`src/rtl/frame_capture_writer_if.sv`:
```
//------------------------------------------------------------------------------
// Module   : frame_capture_writer_if
// Purpose  : Camera byte bus in, BRAM write port out, for frame_capture_writer.
// Revision : 1.0 - initial release
//------------------------------------------------------------------------------
`default_nettype none

interface frame_capture_writer_if #(
  parameter int ADDR_W = 18
);
  logic              pclk_en;
  logic              vsync;
  logic              href;
  logic [7:0]        cam_d;
  logic [ADDR_W-1:0] addr;
  logic [11:0]       din;
  logic              we;

  modport master (
    output pclk_en, vsync, href, cam_d,
    input  addr, din, we
  );

  modport slave (
    input  pclk_en, vsync, href, cam_d,
    output addr, din, we
  );
endinterface

`default_nettype wire

```
`src/rtl/frame_capture_writer.sv`:
```
//------------------------------------------------------------------------------
// Module   : frame_capture_writer
// Purpose  : Assembles camera byte pairs into RGB444 pixels and writes them to
//            the frame buffer, framed on vsync, with per-frame count/status.
// Revision : 1.0 - initial release
//------------------------------------------------------------------------------
`default_nettype none

module frame_capture_writer #(
  parameter int PIXELS = 153600,
  parameter int ADDR_W = 18
) (
  input  logic                  clk,
  input  logic                  rst,
  frame_capture_writer_if.slave bus,
  input  logic                  capture_en,
  output logic                  frame_done,
  output logic [ADDR_W-1:0]     frame_pixels,
  output logic                  frame_error,
  output logic                  busy
);

  // One extra bit so the pointer can hold PIXELS even when PIXELS == 2**ADDR_W.
  localparam int               CNT_W    = ADDR_W + 1;
  localparam logic [CNT_W-1:0] C_PIXELS = CNT_W'(PIXELS);

  typedef enum logic [1:0] {
    S_IDLE    = 2'd0,
    S_VBLANK  = 2'd1,
    S_CAPTURE = 2'd2
  } state_t;

  state_t            state_q, state_d;
  logic              phase_q, phase_d;
  logic [3:0]        red_q, red_d;
  logic [CNT_W-1:0]  wr_ptr_q, wr_ptr_d;
  logic              overflow_q, overflow_d;
  logic [ADDR_W-1:0] addr_q, addr_d;
  logic [11:0]       din_q, din_d;
  logic              we_q, we_d;
  logic              frame_done_q, frame_done_d;
  logic [ADDR_W-1:0] frame_pixels_q, frame_pixels_d;
  logic              frame_error_q, frame_error_d;

  always_ff @(posedge clk) begin
    if (rst) begin
      state_q        <= S_IDLE;
      phase_q        <= 1'b0;
      red_q          <= 4'd0;
      wr_ptr_q       <= '0;
      overflow_q     <= 1'b0;
      addr_q         <= '0;
      din_q          <= 12'd0;
      we_q           <= 1'b0;
      frame_done_q   <= 1'b0;
      frame_pixels_q <= '0;
      frame_error_q  <= 1'b0;
    end else begin
      state_q        <= state_d;
      phase_q        <= phase_d;
      red_q          <= red_d;
      wr_ptr_q       <= wr_ptr_d;
      overflow_q     <= overflow_d;
      addr_q         <= addr_d;
      din_q          <= din_d;
      we_q           <= we_d;
      frame_done_q   <= frame_done_d;
      frame_pixels_q <= frame_pixels_d;
      frame_error_q  <= frame_error_d;
    end
  end

  always_comb begin
    state_d        = state_q;
    phase_d        = phase_q;
    red_d          = red_q;
    wr_ptr_d       = wr_ptr_q;
    overflow_d     = overflow_q;
    addr_d         = addr_q;
    din_d          = din_q;
    we_d           = 1'b0;
    frame_done_d   = 1'b0;
    frame_pixels_d = frame_pixels_q;
    frame_error_d  = frame_error_q;

    if (bus.pclk_en) begin
      case (state_q)
        S_IDLE: begin
          if (bus.vsync) state_d = S_VBLANK;
        end
        S_VBLANK: begin
          if (!bus.vsync) begin
            if (capture_en) begin
              wr_ptr_d   = '0;
              phase_d    = 1'b0;
              overflow_d = 1'b0;
              state_d    = S_CAPTURE;
            end else begin
              state_d = S_IDLE;
            end
          end
        end
        S_CAPTURE: begin
          // vsync has priority over href: the coincident byte is dropped.
          if (bus.vsync) begin
            frame_done_d   = 1'b1;
            frame_pixels_d = wr_ptr_q[ADDR_W-1:0];
            frame_error_d  = (wr_ptr_q != C_PIXELS) | overflow_q;
            phase_d        = 1'b0;
            state_d        = S_VBLANK;
          end else if (bus.href) begin
            if (!phase_q) begin
              red_d   = bus.cam_d[3:0];
              phase_d = 1'b1;
            end else begin
              if (wr_ptr_q < C_PIXELS) begin
                we_d     = 1'b1;
                addr_d   = wr_ptr_q[ADDR_W-1:0];
                din_d    = {red_q, bus.cam_d};
                wr_ptr_d = wr_ptr_q + 1'b1;
              end else begin
                overflow_d = 1'b1;
              end
              phase_d = 1'b0;
            end
          end else begin
            phase_d = 1'b0;
          end
        end
        default: state_d = S_IDLE;
      endcase
    end
  end

  assign bus.addr     = addr_q;
  assign bus.din      = din_q;
  assign bus.we       = we_q;
  assign frame_done   = frame_done_q;
  assign frame_pixels = frame_pixels_q;
  assign frame_error  = frame_error_q;
  assign busy         = (state_q == S_CAPTURE);

endmodule

`default_nettype wire

```
`src/flat_wrapper.sv`:
```
// flat-port wrapper written by rule: the top's interface ports become plain ports
module frame_capture_writer_flat 
#(
  parameter int PIXELS = 153600,
  parameter int ADDR_W = 18
)
  (clk, rst, capture_en, frame_done, frame_pixels, frame_error, busy, bus_pclk_en, bus_vsync, bus_href, bus_cam_d, bus_addr, bus_din, bus_we);
  frame_capture_writer_if #(.ADDR_W(ADDR_W)) bus_i ();
  input  logic clk;
  input  logic rst;
  input  logic capture_en;
  output logic frame_done;
  output logic [ADDR_W-1:0] frame_pixels;
  output logic frame_error;
  output logic busy;
  input wire logic [$bits(bus_i.pclk_en)-1:0] bus_pclk_en;
  input wire logic [$bits(bus_i.vsync)-1:0] bus_vsync;
  input wire logic [$bits(bus_i.href)-1:0] bus_href;
  input wire logic [$bits(bus_i.cam_d)-1:0] bus_cam_d;
  output wire logic [$bits(bus_i.addr)-1:0] bus_addr;
  output wire logic [$bits(bus_i.din)-1:0] bus_din;
  output wire logic [$bits(bus_i.we)-1:0] bus_we;
  assign bus_i.pclk_en = bus_pclk_en;
  assign bus_i.vsync = bus_vsync;
  assign bus_i.href = bus_href;
  assign bus_i.cam_d = bus_cam_d;
  assign bus_addr = bus_i.addr;
  assign bus_din = bus_i.din;
  assign bus_we = bus_i.we;
  frame_capture_writer #(.PIXELS(PIXELS), .ADDR_W(ADDR_W)) u_core (.clk(clk), .rst(rst), .bus(bus_i), .capture_en(capture_en), .frame_done(frame_done), .frame_pixels(frame_pixels), .frame_error(frame_error), .busy(busy));
endmodule
```
`config.mk`:
```
export PLATFORM = sky130hd
export DESIGN_NAME = frame_capture_writer_flat
export DESIGN_NICKNAME = d
export VERILOG_FILES = /design/src/rtl/frame_capture_writer_if.sv /design/src/rtl/frame_capture_writer.sv /design/src/flat_wrapper.sv
export SDC_FILE = /design/constraint.sdc
export NUM_CORES = 1
export LEC_CHECK = 0
export BUFFER_PORTS_ARGS = -buffer_cell sky130_fd_sc_hd__buf_2
export CORE_UTILIZATION = 35
export CTS_CLUSTER_DIAMETER = 150
export DETAILED_ROUTE_END_ITERATION = 6
export GPL_TIMING_DRIVEN = 0
export PLACE_DENSITY_LB_ADDON = 0.05
export SYNTH_ARGS = -nofsm -noshare
export SYNTH_HDL_FRONTEND = slang
export SYNTH_SLANG_ARGS = --single-unit
```
`constraint.sdc`:
```
create_clock -name clk -period 2.05 [get_ports clk]
set_input_delay 0.41 -clock clk [delete_from_list [all_inputs] [get_ports clk]]
set_output_delay 0.41 -clock clk [all_outputs]
set_load 0.02 [all_outputs]
```
* Word level (Yosys, flattened, before mapping)
Cells that the tools add are included.
** Storage, ports and cells
- Register bits :: 78
- Bits of input ports :: 14
- Output and inout bits :: 52
- Logic and storage cells :: 66
** Cells by class
- Add/subtract/negate cells :: 1
- Order comparisons :: 1
- Equal/unequal tests :: 11
- Mux-type cells :: 24
- Bitwise gates (word level) :: 6
- Reductions and logical operators :: 12
** Operators with widths (number)
- 2-to-1 mux 19 bit :: 6
- one-hot mux 19 bit (2 select lines) :: 1
- adder 19 x 1 -> 19 bit, second input constant :: 1
- < comparator 19 x 18 -> 1 bit, second input constant :: 1
- inequality test 19 x 18 -> 1 bit, second input constant :: 1
- AND reduction 8 bit :: 2
- 2-to-1 mux 1 bit :: 11
- inequality test 2 x 1 -> 1 bit, second input constant :: 4
- inequality test 2 bit, second input constant :: 4
- 2-to-1 mux 2 bit :: 3
- AND reduction 3 bit :: 2
- AND reduction 6 bit :: 1
- OR reduction 6 bit :: 1
- NOT 1 bit :: 5
- AND reduction 5 bit :: 1
- one-hot mux 1 bit (2 select lines) :: 2
- one-hot mux 2 bit (2 select lines) :: 1
- AND reduction 4 bit :: 1
- OR reduction 3 bit :: 1
- == test 2 x 1 -> 1 bit, second input constant :: 1
- == test 2 bit, second input constant :: 1
- logical NOT 2 bit :: 1
- nonzero test 2 bit :: 1
- OR reduction 2 bit :: 1
- bitwise OR 1 bit :: 1

* Depth between registers and ports, before layout
- Depth after elaboration :: 6
- Depth in mapped cells :: 7
- Depth with buffers taken out :: 6

* Worst setup path after synthesis
Ideal clock, no wire load.
- Path kind :: flip-flop to flip-flop
- From :: reg u_core.wr_ptr_q[12]
- To :: reg u_core.wr_ptr_q[12]
- Setup time :: 0.074 ns
- Arrival :: 1.752 ns
- Data required time :: 1.976 ns
- Slack :: 0.224 ns
- Stages on the path, launching flop included :: 7
- Path buffers :: 1
- Period minus slack after synthesis :: 1.826 ns
- Cell sequence :: dfxtp_1 buf_6 a21o_1 a311oi_4 o21ai_4 or4_1 a31oi_1
** Between the ends
- Word-level cells in the longest chain between the ends :: 6
- Elaborated cells between the ends (all ways) :: 9
- Those cells by class :: add/sub (1); order compare (1); eq/ne (1); mux (5); reduce/logical (1)
** RTL lines
- start, declared :: line frame_capture_writer.sv:36 : logic [CNT_W-1:0] wr_ptr_q, wr_ptr_d;
- start signal, assigned :: line frame_capture_writer.sv:62 : wr_ptr_q <= wr_ptr_d;
- adder 19 x 1 -> 19 bit :: line frame_capture_writer.sv:120 : wr_ptr_d = wr_ptr_q + 1'b1;
- 2-to-1 mux 19 bit :: line frame_capture_writer.sv:116 : if (wr_ptr_q < C_PIXELS) begin
- 2-to-1 mux 19 bit :: line frame_capture_writer.sv:112 : if (!phase_q) begin
- 2-to-1 mux 19 bit :: line frame_capture_writer.sv:111 : end else if (bus.href) begin
- 2-to-1 mux 19 bit :: line frame_capture_writer.sv:105 : if (bus.vsync) begin
- one-hot mux 19 bit (2 select lines) :: line frame_capture_writer.sv:87 : case (state_q)
Parallel ways exist; a longest one is shown, timed or not. The select of a mux whose other input is x is not followed.
A chain may end at the register's enable or synchronous reset.

* Worst setup path in the final report
- From :: reg u_core.wr_ptr_q[6]
- To :: reg u_core.wr_ptr_q[15]
Same word-level chain as after synthesis.

==> metrics.csv <==
metric,value,unit
status,completed,
final WL,8.66,mm
# nets final,489,
Root Driver,clkbuf_8,
syn_area_per_cell,7.95,sq um
syn_nets,413,
number of synthesized flops with an enable pin,0,
Worst-Margin Slew,676,ps
dpl cells,569,
Setup TNS,0,ps
largest cells by area after synthesis,"dfxtp_1 (49%), nand2_1 (14%), a21oi_1 (10%), nor2_1 (2.3%), buf_2 (1.7%)",
Synth warnings,0,
CTS tree,done,
Cells after Synth,397,
Cell variety after synth,41,
fin cells,586,
Die Area,9410,sq um
number of global-route vias before repair,2738,
RSZ-0062 raised after global routing,no,
Final Instance Area,3920,sq um
post-route ant nets,0,
CTS sink count,78,
synth cell count leaders,"nand2_1 (116), dfxtp_1 (78), a21oi_1 (66)",
total design power,2990,uW
chip width,97.0,um
"Reg clk slew, reported paths",80,ps
Via density,5.03,
ant diodes,0,
Max Clock Freq,504,MHz
Synth-to-Final Area Change,24.0,%
Synth async-reset ratio,0,
die height,97.0,um
initial drt markers,154,
DRC errors left,0,
Yosys top cell area share,0.494,
Tmin final,1990,ps
TritonCTS buffer count,9,
final setup fails,0,
Syn Std Cell Area,3160,sq um
antenna violations before repair,0,
final period utilization,0.969,
CP Capture Type,register,
detailed-route via count,2945,
GPL Wtd Cong,0.764,
Tot GR Track Use,0.195,
largest net degree at the start of global routing,14,
Pwr Density,764,nW/um^2
max_cap viols,0,
Yosys top cell by area,dfxtp_1,
first drt pass iteration count,4,
CP Data Required Time,2310,ps
Placed Area,3610,sq um
H-tree Lvls,3,
Worst-Skew Late Latency,360,ps
routed length per placed instance,14.8,um
row count,34,
"Hold Vio Cnt, Final",0,
Starting Density,0.362,
clock tree buffer depth,2,
Crit Path Class,register to register,
I/O pin total,66,
first-pass GRT wire length,14.4,mm
gr ovfl total,0,
Setup Skew,7.34,ps
Fill cells,926,
Crit Path Max Fanout,7,
floorplan core area,8720,sq um
number of synthesized register bits,78,
arrival time worst endpoint,2250,ps
Slew Limit Fails,0,
P_leak,0.00158,uW
Port Buffer Count,64,
top_reg_cell synth,dfxtp_1,
Worst slew margin,0.547,
ratio of cells with drive above 1 in the final layout,0.236,
Detailed Place HPWL,5.88,mm
fin util,0.449,
Critical Path Start Type,register,
top-count cell post-synth,nand2_1,
post-synthesis sequential area ratio,0.494,
maximum vdd drop,0.000266,V
Hold WC Path Type,input port to register,
## cell type report
type | instances | area (sq um) | area share
sequential | 78 | 1560 | 0.399
timing repair buffer | 67 | 343 | 0.0875
inverter | 4 | 15.0 | 0.00383
clock inverter | 6 | 110 | 0.0281
tap | 108 | 135 | 0.0345
multi-input combinational | 286 | 1490 | 0.380
clock buffer | 10 | 128 | 0.0326
buffer | 27 | 134 | 0.0342
## cell usage in the layout (no fill, tap or decap), drive strengths merged, types with 3 or more instances in the layout
cell	instances
a21oi	66
a31oi	5
a41oi	3
and2	3
and3	5
buf	80
bufinv	3
clkbuf	24
dfxtp	78
inv	4
mux2i	4
nand2	116
nand2b	4
nand3	7
nand4	8
nor2	19
nor2b	3
nor3	9
nor4	4
o21a	3
o21ai	8
## where the power goes
part           leakage [uW]  total (uW)  switching [uW]  internal (uW)
clock              0.000112        1400             596            807
sequential         0.000629        1520            2.71           1510
combinational      0.000835        71.9            48.6           23.3
## stage by stage
stage / hold WS (ps) / setup WS [ps]
floorplan: 432 / 224
global placement: 438 / -131
finish: 281 / 64.2
detailed placement: 443 / -162
CTS: 266 / 12.2
global route: 275 / 6.29
## state kept, by name, summed over array words and instances (netlist names)
name and cells:
u_core.state_q 2, u_core.phase_q 1, u_core.bus.we 1, u_core.bus.din 12
u_core.red_q 4, u_core.wr_ptr_q 19, u_core.frame_error 1, u_core.overflow_q 1
u_core.frame_pixels 18, u_core.frame_done 1, u_core.bus.addr 18
## critical path, cell delays in order, from the launching register on
cell and delay [ps]:
dfxtp_1 520, nand4_1 310, nor3_1 460, and4_1 300, a21oi_1 80, a211oi_1 230
## cells by family (layout without fill, tap and decap cells)
family,Yosys count,count (layout),share of synthesized area
AO/OA/AOI/OAI,92,92,0.170
adder cells (fa/ha/maj),2,2,0.00792
buffers and inverters,33,114,0.0471
flip-flops,78,78,0.494
multiplexers,4,4,0.0127
AND/OR/NAND/NOR,188,188,0.267
## path summary, 6_finish.rpt
check                                             start                 endpoint  slack [ps]  cells after the start
worst min register to register  u_core.frame_pixels[13]  u_core.frame_pixels[13]         450                      2
worst max register to register       u_core.wr_ptr_q[6]      u_core.wr_ptr_q[15]          60                      5
worst max-delay path                 u_core.wr_ptr_q[6]      u_core.wr_ptr_q[15]          60                      5
worst min-delay path                       bus_cam_d[4]        u_core.bus.din[4]         280                      3
## routing by layer
layer | GRT usage | vias up | routed length, um
met1 | 0.272 | 1349 | 4130
met4 | 0.0815 | 0 | 131
met3 | 0.0441 | 10 | 522
met2 | 0.288 | 84 | 3880
li1 | - | 1502 | -
met5 | 0 | - | 0
## what timing repair did
item,CTS,global route
gates cloned,0,0
pin swaps,1,1
setup endpoints to repair,44,57
setup buffers,2,1
gates resized for setup,7,7
endpoints found under the hold margin,0,0
hold buffers,0,0
No activity file was read; power rests on OpenSTA's default activity.
